<file path="src/rtl/spi_slave_gen_if.sv">
// Serial and parallel signals of the SPI slave front end, bundled per direction.
// slave modport is the front end itself; master modport is the host/bench side.
interface spi_slave_gen_if #(
  parameter int DATA_WIDTH = 8
);
  logic                  ss_n;
  logic                  mosi;
  logic                  miso;
  logic [DATA_WIDTH+1:0] rx_data;
  logic                  rx_valid;
  logic [DATA_WIDTH-1:0] tx_data;
  logic                  tx_valid;
  logic                  busy;
  logic                  frame_err;

  modport slave (
    input  ss_n, mosi, tx_data, tx_valid,
    output miso, rx_data, rx_valid, busy, frame_err
  );

  modport master (
    output ss_n, mosi, tx_data, tx_valid,
    input  miso, rx_data, rx_valid, busy, frame_err
  );
endinterface

</file>
<file path="src/rtl/spi_slave_gen.sv">
// SPI slave front end: deserialises {cmd, payload} from mosi (one bit per clk) and, for
// read-data commands, shifts a response word onto a registered miso; ss_n frames everything.
module spi_slave_gen #(
  parameter int DATA_WIDTH = 8,
  parameter bit MSB_FIRST  = 1'b1
) (
  input  logic           clk,
  input  logic           rst,
  spi_slave_gen_if.slave bus
);
  localparam int CW = $clog2(DATA_WIDTH + 1);
  localparam logic [CW-1:0] LAST_BIT = CW'(DATA_WIDTH - 1);
  localparam logic [CW-1:0] ALL_BITS = CW'(DATA_WIDTH);

  typedef enum logic [2:0] {IDLE, CMD, RX, DONE, RD_WAIT, TX} state_t;

  state_t                state_q, state_d;
  logic [1:0]            cmd_q, cmd_d;
  logic [CW-1:0]         cnt_q, cnt_d;
  logic [DATA_WIDTH-1:0] rx_sr_q, rx_sr_d;
  logic [DATA_WIDTH-1:0] tx_sr_q, tx_sr_d;
  logic [DATA_WIDTH+1:0] rx_data_q, rx_data_d;
  logic                  rx_valid_q, rx_valid_d;
  logic                  frame_err_q, frame_err_d;
  logic                  miso_q, miso_d;

  logic [DATA_WIDTH-1:0] rx_shift;
  logic [DATA_WIDTH-1:0] tx_shift;
  logic                  tx_first;
  logic                  tx_next;

  // Bit-order steering: the shift registers always move toward the "first" end.
  always_comb begin
    if (MSB_FIRST) begin
      rx_shift = {rx_sr_q[DATA_WIDTH-2:0], bus.mosi};
      tx_shift = {tx_sr_q[DATA_WIDTH-2:0], 1'b0};
      tx_first = bus.tx_data[DATA_WIDTH-1];
      tx_next  = tx_sr_q[DATA_WIDTH-2];
    end else begin
      rx_shift = {bus.mosi, rx_sr_q[DATA_WIDTH-1:1]};
      tx_shift = {1'b0, tx_sr_q[DATA_WIDTH-1:1]};
      tx_first = bus.tx_data[0];
      tx_next  = tx_sr_q[1];
    end
  end

  always_comb begin
    state_d     = state_q;
    cmd_d       = cmd_q;
    cnt_d       = cnt_q;
    rx_sr_d     = rx_sr_q;
    tx_sr_d     = tx_sr_q;
    rx_data_d   = rx_data_q;
    rx_valid_d  = 1'b0;
    frame_err_d = 1'b0;
    miso_d      = 1'b0;

    unique case (state_q)
      IDLE: begin
        if (!bus.ss_n) begin
          cmd_d   = {bus.mosi, 1'b0};
          state_d = CMD;
        end
      end
      CMD: begin
        if (bus.ss_n) begin
          frame_err_d = 1'b1;
          state_d     = IDLE;
        end else begin
          cmd_d   = {cmd_q[1], bus.mosi};
          cnt_d   = '0;
          state_d = RX;
        end
      end
      RX: begin
        if (bus.ss_n) begin
          frame_err_d = 1'b1;
          state_d     = IDLE;
        end else begin
          rx_sr_d = rx_shift;
          if (cnt_q == LAST_BIT) begin
            rx_data_d  = {cmd_q, rx_shift};
            rx_valid_d = 1'b1;
            state_d    = (cmd_q == 2'b11) ? RD_WAIT : DONE;
          end else begin
            cnt_d = cnt_q + 1'b1;
          end
        end
      end
      DONE: begin
        if (bus.ss_n) begin
          state_d = IDLE;
        end
      end
      RD_WAIT: begin
        // ss_n high wins over a simultaneous tx_valid.
        if (bus.ss_n) begin
          frame_err_d = 1'b1;
          state_d     = IDLE;
        end else if (bus.tx_valid) begin
          tx_sr_d = bus.tx_data;
          miso_d  = tx_first;
          cnt_d   = CW'(1);
          state_d = TX;
        end
      end
      TX: begin
        // cnt_q counts bits already presented; once all are out the frame is complete.
        if (cnt_q == ALL_BITS) begin
          state_d = DONE;
        end else if (bus.ss_n) begin
          frame_err_d = 1'b1;
          state_d     = IDLE;
        end else begin
          tx_sr_d = tx_shift;
          miso_d  = tx_next;
          cnt_d   = cnt_q + 1'b1;
        end
      end
      default: begin
        state_d = IDLE;
      end
    endcase
  end

  always_ff @(posedge clk) begin
    if (rst) begin
      state_q     <= IDLE;
      cmd_q       <= '0;
      cnt_q       <= '0;
      rx_sr_q     <= '0;
      tx_sr_q     <= '0;
      rx_data_q   <= '0;
      rx_valid_q  <= 1'b0;
      frame_err_q <= 1'b0;
      miso_q      <= 1'b0;
    end else begin
      state_q     <= state_d;
      cmd_q       <= cmd_d;
      cnt_q       <= cnt_d;
      rx_sr_q     <= rx_sr_d;
      tx_sr_q     <= tx_sr_d;
      rx_data_q   <= rx_data_d;
      rx_valid_q  <= rx_valid_d;
      frame_err_q <= frame_err_d;
      miso_q      <= miso_d;
    end
  end

  assign bus.miso      = miso_q;
  assign bus.rx_data   = rx_data_q;
  assign bus.rx_valid  = rx_valid_q;
  assign bus.frame_err = frame_err_q;
  assign bus.busy      = (state_q != IDLE);
endmodule
</file>
<file path="src/flat_wrapper.sv">
// flat-port wrapper written by rule: the top's interface ports become plain ports
module spi_slave_gen_flat 
#(
  parameter int DATA_WIDTH = 8,
  parameter bit MSB_FIRST  = 1'b1
)
  (clk, rst, bus_ss_n, bus_mosi, bus_tx_data, bus_tx_valid, bus_miso, bus_rx_data, bus_rx_valid, bus_busy, bus_frame_err);
  spi_slave_gen_if #(.DATA_WIDTH(DATA_WIDTH)) bus_i ();
  input  logic clk;
  input  logic rst;
  input wire logic [$bits(bus_i.ss_n)-1:0] bus_ss_n;
  input wire logic [$bits(bus_i.mosi)-1:0] bus_mosi;
  input wire logic [$bits(bus_i.tx_data)-1:0] bus_tx_data;
  input wire logic [$bits(bus_i.tx_valid)-1:0] bus_tx_valid;
  output wire logic [$bits(bus_i.miso)-1:0] bus_miso;
  output wire logic [$bits(bus_i.rx_data)-1:0] bus_rx_data;
  output wire logic [$bits(bus_i.rx_valid)-1:0] bus_rx_valid;
  output wire logic [$bits(bus_i.busy)-1:0] bus_busy;
  output wire logic [$bits(bus_i.frame_err)-1:0] bus_frame_err;
  assign bus_i.ss_n = bus_ss_n;
  assign bus_i.mosi = bus_mosi;
  assign bus_i.tx_data = bus_tx_data;
  assign bus_i.tx_valid = bus_tx_valid;
  assign bus_miso = bus_i.miso;
  assign bus_rx_data = bus_i.rx_data;
  assign bus_rx_valid = bus_i.rx_valid;
  assign bus_busy = bus_i.busy;
  assign bus_frame_err = bus_i.frame_err;
  spi_slave_gen #(.DATA_WIDTH(DATA_WIDTH), .MSB_FIRST(MSB_FIRST)) u_core (.clk(clk), .rst(rst), .bus(bus_i));
endmodule
</file>
<file path="config.mk">
export PLATFORM = sky130hd
export DESIGN_NAME = spi_slave_gen_flat
export DESIGN_NICKNAME = d
export VERILOG_FILES = /design/src/rtl/spi_slave_gen_if.sv /design/src/rtl/spi_slave_gen.sv /design/src/flat_wrapper.sv
export SDC_FILE = /design/constraint.sdc
export NUM_CORES = 1
export LEC_CHECK = 0
export BUFFER_PORTS_ARGS = -buffer_cell sky130_fd_sc_hd__buf_4
export CORE_ASPECT_RATIO = 1.25
export CORE_MARGIN = 2
export CORE_UTILIZATION = 30
export DETAILED_ROUTE_END_ITERATION = 10
export HOLD_SLACK_MARGIN = 0.08
export MAX_ROUTING_LAYER = met4
export PLACE_DENSITY_LB_ADDON = 0.15
export SLEW_MARGIN = 25
export SYNTH_ARGS = -nofsm -noshare
export SYNTH_HDL_FRONTEND = slang
export SYNTH_SLANG_ARGS = --single-unit
</file>
<file path="constraint.sdc">
create_clock -name clk -period 2.04 [get_ports clk]
set_input_delay 0.408 -clock clk [delete_from_list [all_inputs] [get_ports clk]]
set_output_delay 0.408 -clock clk [all_outputs]
set_load 0.005 [all_outputs]
</file>
==> flow_metrics.tcl <==
set metrics [dict create \
    status "complete, no violations" \
    peakVddDrop_mv 0.225 \
    wl_met2_mm 2.00 \
    internal-power_mw 1.07 \
    maxSlewHeadroom_pct 63.0 \
    synth_area_sq_mm 0.00174 \
    synth.distinct_cells 43 \
    ys_warn_count 0 \
    fin_ws_ns 0.216 \
    pwr-share-seq_pct 51.4 \
    async_reset_ff_share_pct 0 \
    crit_buf_inv 0 \
    clk_pin_slew_worst_paths_ns 0.07 \
    layout.nets 251 \
    seq_area_frac_synth_pct 41.3 \
    max_stage_delay_ns 0.82 \
    detail-route-antenna-nets 0 \
    place_hpwl_mm 2.84 \
    start_kind "register" \
    finalHoldViolations 0 \
    path_cells "or4b_1, nor2_8, nand2_1, a21oi_1" \
    drc 0 \
    cp.required_ns 2.25 \
    synthCells 208 \
    clockPowerShare_pct 39.1 \
    maxCapViolations 0 \
    drive_gt1_share_pct 21.2 \
    grt_pass1_wl_mm 6.67 \
    initial_core_util_pct 30.6 \
    synth-seq-cells 36 \
    comb_power_share_pct 9.6 \
    synth_edf_count 0 \
    area_delta_synth_final_pct 20.9 \
    crit_path_end_kind "register" \
    drt-initial-drc-count 67 \
    clock_latency_ns 0.28 \
    pre_cts_ws_ns 0.215 \
    die_y_um 89.3 \
    htreeDepth 2 \
    drt-vias-per-instance 5.04 \
    cp_max_fo 15 \
    max_freq_mhz 548 \
    finalSetupViolCount 0 \
    coreArea_sq_mm 0.00570 \
    grt_use_total_pct 13.5 \
    cts_setup_buffers 0 \
    period_minus_slack_ns 1.82 \
    switching_share_pct 23.6 \
    crit_type "register to register" \
    root_buffer "clkbuf_8" \
    top_layer "met4" \
    cts_made_buffers 5 \
    critPathSlowestCell "or4b_1" \
    antennaDiodeCount 0 \
    arrival_ns 2.04 \
    die_x_um 72.2 \
    ios 27 \
    wl_met3_um 150 \
    grt_max_degree 38 \
    cp_top_family "simple AND/OR/NAND/NOR gates" \
    rsz0062_at_grt "false" \
    hold_buffers 0 \
    finalPower_mw 1.40 \
    worst_slew_pin_slew_ns 0.554 \
    cts.sinks 36 \
    finalCritPeriodShare_pct 89.4 \
    hold_class "input pin to register" \
    rows 31 \
    place_congestion 0.840 \
    power_density_mw_per_mm2 666 \
    cts_tree "yes" \
    cts.repair.resized 0 \
    wl_per_cell_um 13.0 \
    switchingPower_mw 0.331 \
    drt-total-wl_mm 3.94 \
    tns_ns 0 \
    skew_ns 0.00664 \
    grt_pass1_vias 1451 \
    synth_area_per_cell_sq_um 8.39 \
    num_vias 1522 \
    p_leak_nw 0.827 \
    wl_met1_mm 1.76 \
    final-max-slew-violation-count 0 \
    numPortBuffers 26 \
    die-area_sq_mm 0.00644 \
    fin_hold_ws_ns 0.398 \
    synth-main-ff-cell "dfxtp_1" \
    antenna_found_initial 0 \
    gr-total-overflow 0 \
    syn-num-nets 223 \
    firstDrtPassIters 4 \
    clockBufferDepth 2 \
]
area by class of cell:
class,instances,area (sq um)
fill,624,3590
multi-input combinational,153,920
tap,66,82.6
inverter,3,11.3
sequential,36,721
clock buffer,7,96.3
timing repair buffer,37,278
sequential cells by signal, indices dropped and copies added (netlist names):
signal                count
u_core.state_q            3
u_core.bus.rx_data       10
u_core.cmd_q              2
u_core.bus.rx_valid       1
u_core.rx_sr_q            7
u_core.cnt_q              4
u_core.bus.frame_err      1
u_core.bus.miso           1
u_core.tx_sr_q            7
cells in the final DEF, fill, tap and decap left out, drive strengths merged, types with 2 or more instances in the layout:
cell type   n
nand2      47
buf        37
dfxtp      36
a21oi      21
nor2       14
nand3       8
clkbuf      7
a311oi      6
a31oi       5
nand3b      5
nand2b      5
inv         3
a21o        3
nor3        3
nor4b       2
and3b       2
nor2b       2
and3        2
o2111a      2
o22ai       2
mux2i       2
a211o       2
nand4b      2
o2bb2ai     2
ha          2
o21ai       2
worst reg2reg max path, delay by kind of cell (launching register included):
kind            cells  cell delay [ns]
compound gates      1             0.11
simple gates        3             1.16
flops               1             0.48
routing by layer:
layer | global-route usage (%) | vias up
met5 | - | -
met4 | 3.77 | 0
met3 | 3.04 | 2
met2 | 24.3 | 27
met1 | 14.9 | 707
li1 | - | 786
cells in the mapped netlist (2+ instances only):
cell       instances  share of area [%]
nand2_1           47                 10
dfxtp_1           36                 41
a21oi_1           21                6.0
nor2_1            12                2.6
nand3_1            8                2.3
clkbuf_1           7                1.5
a311oi_1           6                3.0
a31oi_1            5                1.8
buf_2              5                1.4
nand2b_1           5                1.8
nand3b_1           5                2.2
a21o_1             3                1.3
buf_6              3                1.9
inv_1              3               0.65
nor3_1             3               0.86
a211o_1            2                1.0
and3_1             2               0.72
and3b_1            2                1.0
ha_1               2                1.4
mux2i_1            2                1.1
nand4b_1           2                1.0
nor2b_1            2               0.72
nor4b_4            2                2.7
o2111a_1           2                1.3
o22ai_1            2               0.72
o2bb2ai_1          2                1.0
power groups by stage:
stage / clock [mW] / sequential (mW) / combinational, mW
3_5_place_dp: 0 / 0.738 / 0.135
2_1_floorplan: 0 / 0.731 / 0.0935
3_3_place_gp: 0 / 0.738 / 0.136
6_report: 0.549 / 0.721 / 0.134
4_1_cts: 0.571 / 0.721 / 0.136
5_1_grt: 0.602 / 0.722 / 0.147
logic make-up (layout without fill, tap and decap cells):
| family | Yosys count | after routing | synth area share (%) |
|---|---|---|---|
| and+or+nand+nor | 97 | 97 | 29.7 |
| AOI/OAI and AO/OA | 52 | 52 | 20.4 |
| DFF | 36 | 36 | 41.3 |
| buffers and inverters | 19 | 47 | 5.95 |
| adders and majority gates | 2 | 2 | 1.43 |
| muxes | 2 | 2 | 1.15 |
path summary, 6_finish.rpt:
| check | from | end | slack (ns) | cells after the start |
|---|---|---|---|---|
| worst max-delay path | u_core.state_q[2] | u_core.bus.rx_data[2] | 0.22 | 4 |
| worst max register to register | u_core.state_q[2] | u_core.bus.rx_data[2] | 0.22 | 4 |
| worst min register to register | u_core.bus.rx_data[5] | u_core.bus.rx_data[5] | 0.45 | 2 |
| worst min-delay path | bus_tx_data[0] | u_core.tx_sr_q[0] | 0.40 | 3 |
through the flow:
step           std cells  cell area (sq um)  utilization, %
6_report             302               2110            37.0
5_1_grt              302               2110            37.0
4_1_cts              302               2110            37.0
3_5_place_dp         295               2010            35.3
3_3_place_gp         295               2010            35.3
2_1_floorplan        208               1740               -
Power figures use the tool's default switching activity.
